===== config.mk =====
export PLATFORM = sky130hd
export DESIGN_NAME = fb_bank_arbiter_flat
export DESIGN_NICKNAME = d
export VERILOG_FILES = /design/src/rtl/fb_bank_arbiter_pkg.sv /design/src/rtl/fb_bank_arbiter_if.sv /design/src/rtl/fb_bank_arbiter_rr_arb2.sv /design/src/rtl/fb_bank_arbiter.sv /design/src/flat_wrapper.sv
export SDC_FILE = /design/constraint.sdc
export NUM_CORES = 1
export LEC_CHECK = 0
export CORE_UTILIZATION = 24
export CTS_CLUSTER_DIAMETER = 40
export DETAILED_ROUTE_END_ITERATION = 7
export PLACE_DENSITY = 0.86
export REMOVE_ABC_BUFFERS = 1
export SLEW_MARGIN = 20
export SYNTH_ARGS = -nofsm -noshare
export SYNTH_HDL_FRONTEND = slang
export SYNTH_SLANG_ARGS = --single-unit

===== constraint.sdc =====
create_clock -name clk -period 2.2 [get_ports clk]
set_input_delay 0.44 -clock clk [delete_from_list [all_inputs] [get_ports clk]]
set_output_delay 0.44 -clock clk [all_outputs]
set_load 0.02 [all_outputs]

===== src/rtl/fb_bank_arbiter_pkg.sv =====
// Shared constants, FSM encoding and address helper for the double-buffered
// frame-buffer arbiter (80x60 RGB444, two banks in one BRAM).
package fb_pkg;

    localparam int c_img_cols    = 80;
    localparam int c_img_rows    = 60;
    localparam int c_img_pxls    = c_img_cols * c_img_rows;
    localparam int c_nb_img_pxls = 13;
    localparam int c_nb_buf      = 12;

    localparam logic [c_nb_img_pxls-1:0] c_img_pxls_a = c_nb_img_pxls'(c_img_pxls);

    typedef enum logic [1:0] {
        S_IDLE    = 2'd0,
        S_WR_DONE = 2'd1,
        S_RD_DONE = 2'd2,
        S_SWAP    = 2'd3
    } swap_state_e;

    typedef enum logic {
        GNT_RD = 1'b0,
        GNT_WR = 1'b1
    } grant_e;

    function automatic logic addr_in_range(input logic [c_nb_img_pxls-1:0] addr);
        return (addr < c_img_pxls_a);
    endfunction

endpackage


===== src/rtl/fb_bank_arbiter_if.sv =====
// Requester, BRAM and bank-status signals of the frame-buffer arbiter.
// The arbiter uses the slave modport; the surrounding logic uses master.
interface fb_bank_arbiter_if import fb_pkg::*; ();

    logic                       freeze;
    logic                       wr_req;
    logic [c_nb_img_pxls-1:0]   wr_addr;
    logic [c_nb_buf-1:0]        wr_data;
    logic                       wr_ack;
    logic                       wr_frame_done;
    logic                       rd_req;
    logic [c_nb_img_pxls-1:0]   rd_addr;
    logic                       rd_ack;
    logic                       rd_valid;
    logic [c_nb_buf-1:0]        rd_data;
    logic                       rd_frame_done;
    logic                       mem_en;
    logic                       mem_we;
    logic [c_nb_img_pxls:0]     mem_addr;
    logic [c_nb_buf-1:0]        mem_wdata;
    logic [c_nb_buf-1:0]        mem_rdata;
    logic                       front_bank;
    logic                       swap;

    modport slave (
        input  freeze, wr_req, wr_addr, wr_data, wr_frame_done,
               rd_req, rd_addr, rd_frame_done, mem_rdata,
        output wr_ack, rd_ack, rd_valid, rd_data,
               mem_en, mem_we, mem_addr, mem_wdata, front_bank, swap
    );

    modport master (
        output freeze, wr_req, wr_addr, wr_data, wr_frame_done,
               rd_req, rd_addr, rd_frame_done, mem_rdata,
        input  wr_ack, rd_ack, rd_valid, rd_data,
               mem_en, mem_we, mem_addr, mem_wdata, front_bank, swap
    );

endinterface


===== src/rtl/fb_bank_arbiter_rr_arb2.sv =====
// Two-requester round-robin (reader/writer) with an inhibit that blocks all
// grants; on a tie the side not granted last wins.
module rr_arb2 import fb_pkg::*; (
    input  logic clk,
    input  logic rst_n,
    input  logic req_rd_i,
    input  logic req_wr_i,
    input  logic inhibit_i,
    output logic gnt_rd_o,
    output logic gnt_wr_o
);

    grant_e last_grant_q;
    grant_e last_grant_d;
    logic   gnt_rd_s;
    logic   gnt_wr_s;

    // Grant selection and last-grant bookkeeping
    always_comb begin
        if (inhibit_i) begin
            gnt_rd_s = 1'b0;
            gnt_wr_s = 1'b0;
        end else if (req_rd_i && req_wr_i) begin
            gnt_rd_s = (last_grant_q == GNT_WR);
            gnt_wr_s = (last_grant_q == GNT_RD);
        end else begin
            gnt_rd_s = req_rd_i;
            gnt_wr_s = req_wr_i;
        end

        if (gnt_rd_s) begin
            last_grant_d = GNT_RD;
        end else if (gnt_wr_s) begin
            last_grant_d = GNT_WR;
        end else begin
            last_grant_d = last_grant_q;
        end
    end

    // Last-grant register; resets to writer so the reader wins the first tie
    always_ff @(posedge clk or negedge rst_n) begin
        if (!rst_n) begin
            last_grant_q <= GNT_WR;
        end else begin
            last_grant_q <= last_grant_d;
        end
    end

    assign gnt_rd_o = gnt_rd_s;
    assign gnt_wr_o = gnt_wr_s;

endmodule


===== src/rtl/fb_bank_arbiter.sv =====
// Double-buffered frame-buffer arbiter: camera writes the back bank, the OLED
// reader fetches the front bank, banks swap once both frames are complete.
module fb_bank_arbiter import fb_pkg::*; (
    input  logic               clk,
    input  logic               rst_n,
    fb_bank_arbiter_if.slave   bus
);

    swap_state_e state_q;
    logic        front_bank_q;
    logic        swap_q;
    logic        rd_valid_q;
    logic        rd_hit_q;

    logic gnt_rd_s;
    logic gnt_wr_s;
    logic inhibit_s;
    logic wr_ok_s;
    logic rd_ok_s;
    logic wr_frame_s;

    // Grants are blocked during reset so acks and mem_en stay low
    assign inhibit_s  = (state_q == S_SWAP) || !rst_n;
    assign wr_frame_s = bus.wr_frame_done && !bus.freeze;
    assign wr_ok_s    = addr_in_range(bus.wr_addr);
    assign rd_ok_s    = addr_in_range(bus.rd_addr);

    rr_arb2 u_arb (
        .clk       (clk),
        .rst_n     (rst_n),
        .req_rd_i  (bus.rd_req),
        .req_wr_i  (bus.wr_req && !bus.freeze),
        .inhibit_i (inhibit_s),
        .gnt_rd_o  (gnt_rd_s),
        .gnt_wr_o  (gnt_wr_s)
    );

    // Bank-swap FSM with registered swap pulse and front-bank select
    always_ff @(posedge clk or negedge rst_n) begin
        if (!rst_n) begin
            state_q      <= S_IDLE;
            front_bank_q <= 1'b0;
            swap_q       <= 1'b0;
        end else begin
            case (state_q)
                S_IDLE: begin
                    swap_q <= wr_frame_s && bus.rd_frame_done;
                    if (wr_frame_s && bus.rd_frame_done) begin
                        state_q <= S_SWAP;
                    end else if (wr_frame_s) begin
                        state_q <= S_WR_DONE;
                    end else if (bus.rd_frame_done) begin
                        state_q <= S_RD_DONE;
                    end else begin
                        state_q <= S_IDLE;
                    end
                end
                // Capture frame is already complete here, so freeze no longer matters
                S_WR_DONE: begin
                    swap_q  <= bus.rd_frame_done;
                    state_q <= bus.rd_frame_done ? S_SWAP : S_WR_DONE;
                end
                S_RD_DONE: begin
                    swap_q  <= wr_frame_s;
                    state_q <= wr_frame_s ? S_SWAP : S_RD_DONE;
                end
                S_SWAP: begin
                    swap_q       <= 1'b0;
                    front_bank_q <= ~front_bank_q;
                    state_q      <= S_IDLE;
                end
                default: begin
                    swap_q  <= 1'b0;
                    state_q <= S_IDLE;
                end
            endcase
        end
    end

    // Read-return tracking; out-of-range reads complete with zero data
    always_ff @(posedge clk or negedge rst_n) begin
        if (!rst_n) begin
            rd_valid_q <= 1'b0;
            rd_hit_q   <= 1'b0;
        end else begin
            rd_valid_q <= gnt_rd_s;
            rd_hit_q   <= gnt_rd_s && rd_ok_s;
        end
    end

    // BRAM port steering: writer targets the back bank, reader the front bank
    always_comb begin
        if (gnt_wr_s) begin
            bus.mem_en    = wr_ok_s;
            bus.mem_we    = wr_ok_s;
            bus.mem_addr  = {~front_bank_q, bus.wr_addr};
            bus.mem_wdata = bus.wr_data;
        end else if (gnt_rd_s) begin
            bus.mem_en    = rd_ok_s;
            bus.mem_we    = 1'b0;
            bus.mem_addr  = {front_bank_q, bus.rd_addr};
            bus.mem_wdata = {c_nb_buf{1'b0}};
        end else begin
            bus.mem_en    = 1'b0;
            bus.mem_we    = 1'b0;
            bus.mem_addr  = {(c_nb_img_pxls + 1){1'b0}};
            bus.mem_wdata = {c_nb_buf{1'b0}};
        end
    end

    assign bus.wr_ack     = gnt_wr_s;
    assign bus.rd_ack     = gnt_rd_s;
    assign bus.rd_valid   = rd_valid_q;
    assign bus.rd_data    = rd_hit_q ? bus.mem_rdata : {c_nb_buf{1'b0}};
    assign bus.front_bank = front_bank_q;
    assign bus.swap       = swap_q;

endmodule


===== src/flat_wrapper.sv =====
// flat-port wrapper written by rule: the top's interface ports become plain ports
module fb_bank_arbiter_flat import fb_pkg::*;
  (clk, rst_n, bus_freeze, bus_wr_req, bus_wr_addr, bus_wr_data, bus_wr_frame_done, bus_rd_req, bus_rd_addr, bus_rd_frame_done, bus_mem_rdata, bus_wr_ack, bus_rd_ack, bus_rd_valid, bus_rd_data, bus_mem_en, bus_mem_we, bus_mem_addr, bus_mem_wdata, bus_front_bank, bus_swap);
  fb_bank_arbiter_if bus_i ();
  input  logic clk;
  input  logic rst_n;
  input wire logic [$bits(bus_i.freeze)-1:0] bus_freeze;
  input wire logic [$bits(bus_i.wr_req)-1:0] bus_wr_req;
  input wire logic [$bits(bus_i.wr_addr)-1:0] bus_wr_addr;
  input wire logic [$bits(bus_i.wr_data)-1:0] bus_wr_data;
  input wire logic [$bits(bus_i.wr_frame_done)-1:0] bus_wr_frame_done;
  input wire logic [$bits(bus_i.rd_req)-1:0] bus_rd_req;
  input wire logic [$bits(bus_i.rd_addr)-1:0] bus_rd_addr;
  input wire logic [$bits(bus_i.rd_frame_done)-1:0] bus_rd_frame_done;
  input wire logic [$bits(bus_i.mem_rdata)-1:0] bus_mem_rdata;
  output wire logic [$bits(bus_i.wr_ack)-1:0] bus_wr_ack;
  output wire logic [$bits(bus_i.rd_ack)-1:0] bus_rd_ack;
  output wire logic [$bits(bus_i.rd_valid)-1:0] bus_rd_valid;
  output wire logic [$bits(bus_i.rd_data)-1:0] bus_rd_data;
  output wire logic [$bits(bus_i.mem_en)-1:0] bus_mem_en;
  output wire logic [$bits(bus_i.mem_we)-1:0] bus_mem_we;
  output wire logic [$bits(bus_i.mem_addr)-1:0] bus_mem_addr;
  output wire logic [$bits(bus_i.mem_wdata)-1:0] bus_mem_wdata;
  output wire logic [$bits(bus_i.front_bank)-1:0] bus_front_bank;
  output wire logic [$bits(bus_i.swap)-1:0] bus_swap;
  assign bus_i.freeze = bus_freeze;
  assign bus_i.wr_req = bus_wr_req;
  assign bus_i.wr_addr = bus_wr_addr;
  assign bus_i.wr_data = bus_wr_data;
  assign bus_i.wr_frame_done = bus_wr_frame_done;
  assign bus_i.rd_req = bus_rd_req;
  assign bus_i.rd_addr = bus_rd_addr;
  assign bus_i.rd_frame_done = bus_rd_frame_done;
  assign bus_i.mem_rdata = bus_mem_rdata;
  assign bus_wr_ack = bus_i.wr_ack;
  assign bus_rd_ack = bus_i.rd_ack;
  assign bus_rd_valid = bus_i.rd_valid;
  assign bus_rd_data = bus_i.rd_data;
  assign bus_mem_en = bus_i.mem_en;
  assign bus_mem_we = bus_i.mem_we;
  assign bus_mem_addr = bus_i.mem_addr;
  assign bus_mem_wdata = bus_i.mem_wdata;
  assign bus_front_bank = bus_i.front_bank;
  assign bus_swap = bus_i.swap;
  fb_bank_arbiter u_core (.clk(clk), .rst_n(rst_n), .bus(bus_i));
endmodule

* Yosys cells after proc, flatten, opt, wreduce, memory -nomap -nowiden *
Cells that the tools add are included.

cells by class
  bitwise gates (word level) = 2
  reduce and logical (&&, ||, !) cells = 10
  mux-type cells = 20
  order comparisons = 2
  equal/unequal tests = 3

operators by type and width
  operator                                                                number
  14-bit two-way mux                                                      2
  13-bit less-than comparator (second input constant)                     2
  12-bit two-way mux                                                      2
  1-bit two-way mux                                                       10
  2-bit two-way mux                                                       4
  2-bit case mux with 4 select lines                                      1
  1-bit logical AND                                                       5
  2-bit equality test (second input constant)                             2
  1-bit case mux with 4 select lines                                      1
  2-bit by 1-bit equality test with 1-bit output (second input constant)  1
  1-bit logical NOT                                                       2
  2-bit logical NOT                                                       1
  1-bit NOT                                                               2
  2-bit nonzero test                                                      1
  1-bit logical OR                                                        1

word-level totals
  input port bits = 57
  output and inout port bits = 45
  bits in registers = 7

* Depth between registers and ports, before layout *
  depth after elaboration = 7
  depth in mapped cells = 5
  depth with buffers taken out = 3

* Hierarchy *
A second synthesis with hierarchy kept.

second synthesis, totals
  cell total of the unflattened synthesis = 80
  area total of the unflattened synthesis = 696.9 µm²

modules (own cells, without submodules)
  module           times used  area an instance (µm²)  cells each  sequential area each (µm²)
  fb_bank_arbiter  1           625.6                   73          150.1
  rr_arb2          1           71.3                    7           26.3

* Least setup slack after synthesis *
Ideal clock, no wire load.

  path kind = input to output
  from = input port rst_n
  to = output port bus_mem_wdata[10]
  cell stages on the path = 5
  arrival time = 1410 ps
  data required time = 1760 ps
  path slack = 350 ps
  cell sequence = a21bo_2 > a211oi_2 > buf_4 > buf_6 > and2_1

between the ends
  cells in the longest elaborated chain, start to end = 4

RTL lines
  element             RTL line                       text
  start: declaration  flat_wrapper.sv:6              input logic rst_n;
  1-bit logical NOT   fb_bank_arbiter.sv:23          assign inhibit_s = (state_q == S_SWAP) || !rst_n;
  1-bit logical OR    fb_bank_arbiter.sv:23
  1-bit two-way mux   fb_bank_arbiter_rr_arb2.sv:20  if (inhibit_i) begin
  via bus_wr_ack      flat_wrapper.sv:16             output wire logic [$bits(bus_i.wr_ack)-1:0] bus_wr_ack;
  12-bit two-way mux  fb_bank_arbiter.sv:93          if (gnt_wr_s) begin
  end: declaration    flat_wrapper.sv:23             output wire logic [$bits(bus_i.mem_wdata)-1:0] bus_mem_wdata;

The timed path passes the listed nets, and every way through them passes these cells.

* Worst setup path after layout *
  from = input port bus_freeze
  to = output port bus_mem_addr[6]

between the ends
  cells in the longest elaborated chain, start to end = 7
  elaborated cells on any way between the ends = 9

RTL lines
  element                 RTL line                       text
  start: declaration      flat_wrapper.sv:7              input wire logic [$bits(bus_i.freeze)-1:0] bus_freeze;
  1-bit logical NOT (*)   fb_bank_arbiter.sv:32          .req_wr_i (bus.wr_req && !bus.freeze),
  1-bit logical AND (*)   fb_bank_arbiter.sv:32
  1-bit logical AND       fb_bank_arbiter_rr_arb2.sv:23  end else if (req_rd_i && req_wr_i) begin
  1-bit two-way mux       fb_bank_arbiter_rr_arb2.sv:23
  1-bit two-way mux       fb_bank_arbiter_rr_arb2.sv:20
  14-bit two-way mux      fb_bank_arbiter.sv:98          end else if (gnt_rd_s) begin
  14-bit two-way mux (*)  fb_bank_arbiter.sv:93
  end: declaration        flat_wrapper.sv:22             output wire logic [$bits(bus_i.mem_addr)-1:0] bus_mem_addr;

Every way passes the cells marked *; elsewhere a longest branch is shown, timed or not.

==> flow_metrics.tcl <==
set metrics [dict create \
    status "finished clean" \
    antenna_found_initial 0 \
    comb_power_share_pct 62.9 \
    synth_edf_count 0 \
    finalWeightedCongestion 0.762 \
    period_minus_slack_ns 2.16 \
    slowest_delay_ns 0.34 \
    boundaryPins 102 \
    drv_cap 0 \
    grt_pass1_vias 1056 \
    finalHoldViolCount 0 \
    root_buffer "clkbuf_4" \
    power_density_nw_per_um2 475 \
    finalClockSkew_ns 0.00906 \
    initial_utilization_pct 26.3 \
    crit_path_start "bus_freeze" \
    clock_sink_count 7 \
    synth_flop_cell "dfrtp_1" \
    grt_overflow 0 \
    drt_iter0_markers 6 \
    use_met2_pct 39.8 \
    yosys-top-cells-count "and2_1, a22o_1, dfrtp_1" \
    firstDrtPassIters 3 \
    fin_cells 218 \
    viasPerCell 4.79 \
    timing.final.setup_violations 0 \
    worstPathArrival_ns 1.72 \
    hold-worst-slack_ns 0.238 \
    die_x_um 54.8 \
    hold_class "input pin to async pin" \
    clk_path_buf_depth 2 \
    clk_latency_ns 0.26 \
    drv_slew 0 \
    nFillCells 180 \
    avgSynthCellArea_um2 9.15 \
    die_area_um2 3000 \
    grt_usage_pct 21.9 \
    fin_nets 246 \
    drive_gt1_share_pct 28.7 \
    hold_buffers 0 \
    synthMostInstantiatedCell "and2_1" \
    rrSetupSlack_ns 0.84 \
    rsz0062_at_grt "no" \
    h-tree-depth 1 \
    diodes 0 \
    final.setup.tns_ns 0 \
    grtUsageMet1_pct 23.8 \
    post-route-period-util_pct 98.4 \
    design_area_um2 1870 \
    r2r-end "u_core.u_arb.last_grant_q" \
    cp_slowest_cell "o2111a_2" \
    cp-start-kind "input pin" \
    cp.required_ns 1.76 \
    synth_warnings 0 \
    portBuffers 101 \
    synth_cell_types 23 \
    crit_fanout 5 \
    yosysTopAreaCell "and2_1" \
    dpl.hpwl_um 2360 \
    synthCells 73 \
    use_met3_pct 3.33 \
    numCtsBuffers 3 \
    wirelength_um 3140 \
    r2r.worst_path.cells 5 \
    drtAntennaViolNets 0 \
    power.clock.fraction_pct 13.4 \
    grt_max_degree 15 \
    power_frac_seq_pct 23.7 \
    cts_tree "built" \
    syn2layout_area_growth_pct 180 \
    busiest_layer "met2" \
    crit_chain "dlygate4sd2_1, nand2b_4, o2111a_2, buf_12, a22o_1, buf_6" \
    placedInstanceArea_um2 1770 \
    post_drt_wl_per_cell_um 14.4 \
    yosys.area.top_type_share_pct 24.3 \
    worstSetupPathType "input pin to primary output" \
    clk_pin_slew_ns 0.06 \
    die_h_um 54.8 \
    num_vias 1044 \
    worstReg2RegStart "u_core.state_q[1]" \
    syn-cell-area_um2 668 \
    drc 0 \
    synth_area_leaders "and2_1, dfrtp_1, a22o_1" \
    placedCellCount 208 \
    coreArea_um2 2540 \
    ys_ff_latch 7 \
    tightest_slew_ns 0.235 \
    power.internal_uw 569 \
    peakVddDrop_mv 0.489 \
    switching_power_uw 319 \
    seq_area_frac_synth_pct 26.4 \
    fp-row-count 18 \
    p_leak_nw 0.846 \
    slew_headroom_pct 83.9 \
    async_flop_share_pct 100 \
    cp-end-kind "primary output" \
    grt_pass1_wl_um 4550 \
    switching_share_pct 35.9 \
    max_freq_ghz 0.462 \
]
timing repair:
action                                  in CTS  in global routing
pin swaps                                    5                  1
cloned                                       4                  0
buffers inserted                             3                  0
endpoints found under the setup margin      30                  5
gates resized for setup                    148                  3
per-stage QoR:
step	util (%)	setup slack (ns)	power [mW]
6_report	73.4	0.0350	0.888
5_1_grt	73.4	0.00412	0.934
4_1_cts	73.5	0.0203	0.890
3_5_place_dp	69.7	-0.665	0.722
3_3_place_gp	69.7	-0.613	0.705
2_1_floorplan	-	-0.311	0.406
state kept, by name, summed over array words and instances (netlist names):
| signal | cells |
|---|---|
| u_core.bus.swap | 1 |
| u_core.rd_hit_q | 1 |
| u_core.u_arb.last_grant_q | 1 |
| u_core.state_q | 2 |
| u_core.bus.front_bank | 1 |
| u_core.bus.rd_valid | 1 |
layout make-up:
class	instances	area, um^2	share of cell area, %
Clock buffer	4	26.3	1.41
Multi-Input combinational cell	60	463	24.8
Sequential cell	7	176	9.44
Tap cell	30	37.5	2.01
Timing Repair Buffer	117	1160	62.4
worst max-delay path: cells and delay by family:
family                 cells  cell delay, ns
AO/OA/AOI/OAI              2            0.60
buffers and inverters      3            0.53
AND/OR/NAND/NOR            1            0.15
kinds of logic after synthesis:
logic type,count (synthesis),share of synthesized area (%)
xor+xnor,1,1.31
buf+inv,6,6.55
compound gates,27,34.5
flops,7,26.4
mux,1,1.50
simple gates,31,29.8
power groups by stage:
stage / logic (mW) / clock network [mW] / registers, mW
6_report: 0.559 / 0.119 / 0.210
5_1_grt: 0.595 / 0.125 / 0.214
4_1_cts: 0.560 / 0.121 / 0.209
3_5_place_dp: 0.516 / 0 / 0.206
3_3_place_gp: 0.505 / 0 / 0.201
2_1_floorplan: 0.182 / 0 / 0.224
worst max-delay path by stage:
stage                                  end  slack (ns)  cells past startpoint
after global placement    bus_mem_wdata[0]       -0.61                      6
after CTS                  bus_mem_addr[6]        0.02                      6
after global routing       bus_mem_addr[6]       0.004                      6
after detailed placement   bus_mem_addr[6]       -0.66                      6
final                      bus_mem_addr[6]        0.04                      6
after floorplan                 bus_mem_en       -0.31                      3
routing by layer:
layer	share of wire (%)	vias up
met5	0	-
met4	2.0	0
li1	-	498
met2	52	75
met1	37	465
met3	9.0	6
layout by cell type (no fill, tap or decap), drive strengths merged:
master,synthesis,layout
o21ai,2,2
mux2i,1,1
a211o,3,3
nand2,1,1
clkdlybuf4s15,0,1
dlygate4sd2,0,5
dfstp,1,1
o2111a,1,1
clkdlybuf4s50,0,67
o21a,2,2
o21ba,1,1
dfrtp,6,6
a22o,14,14
nand2b,2,2
and2,26,26
buf,5,43
clkbuf,1,5
a21bo,1,1
o211ai,1,1
and3,2,2
a21oi,1,1
xnor2,1,1
a211oi,1,1
Power figures use the tool's default switching activity.
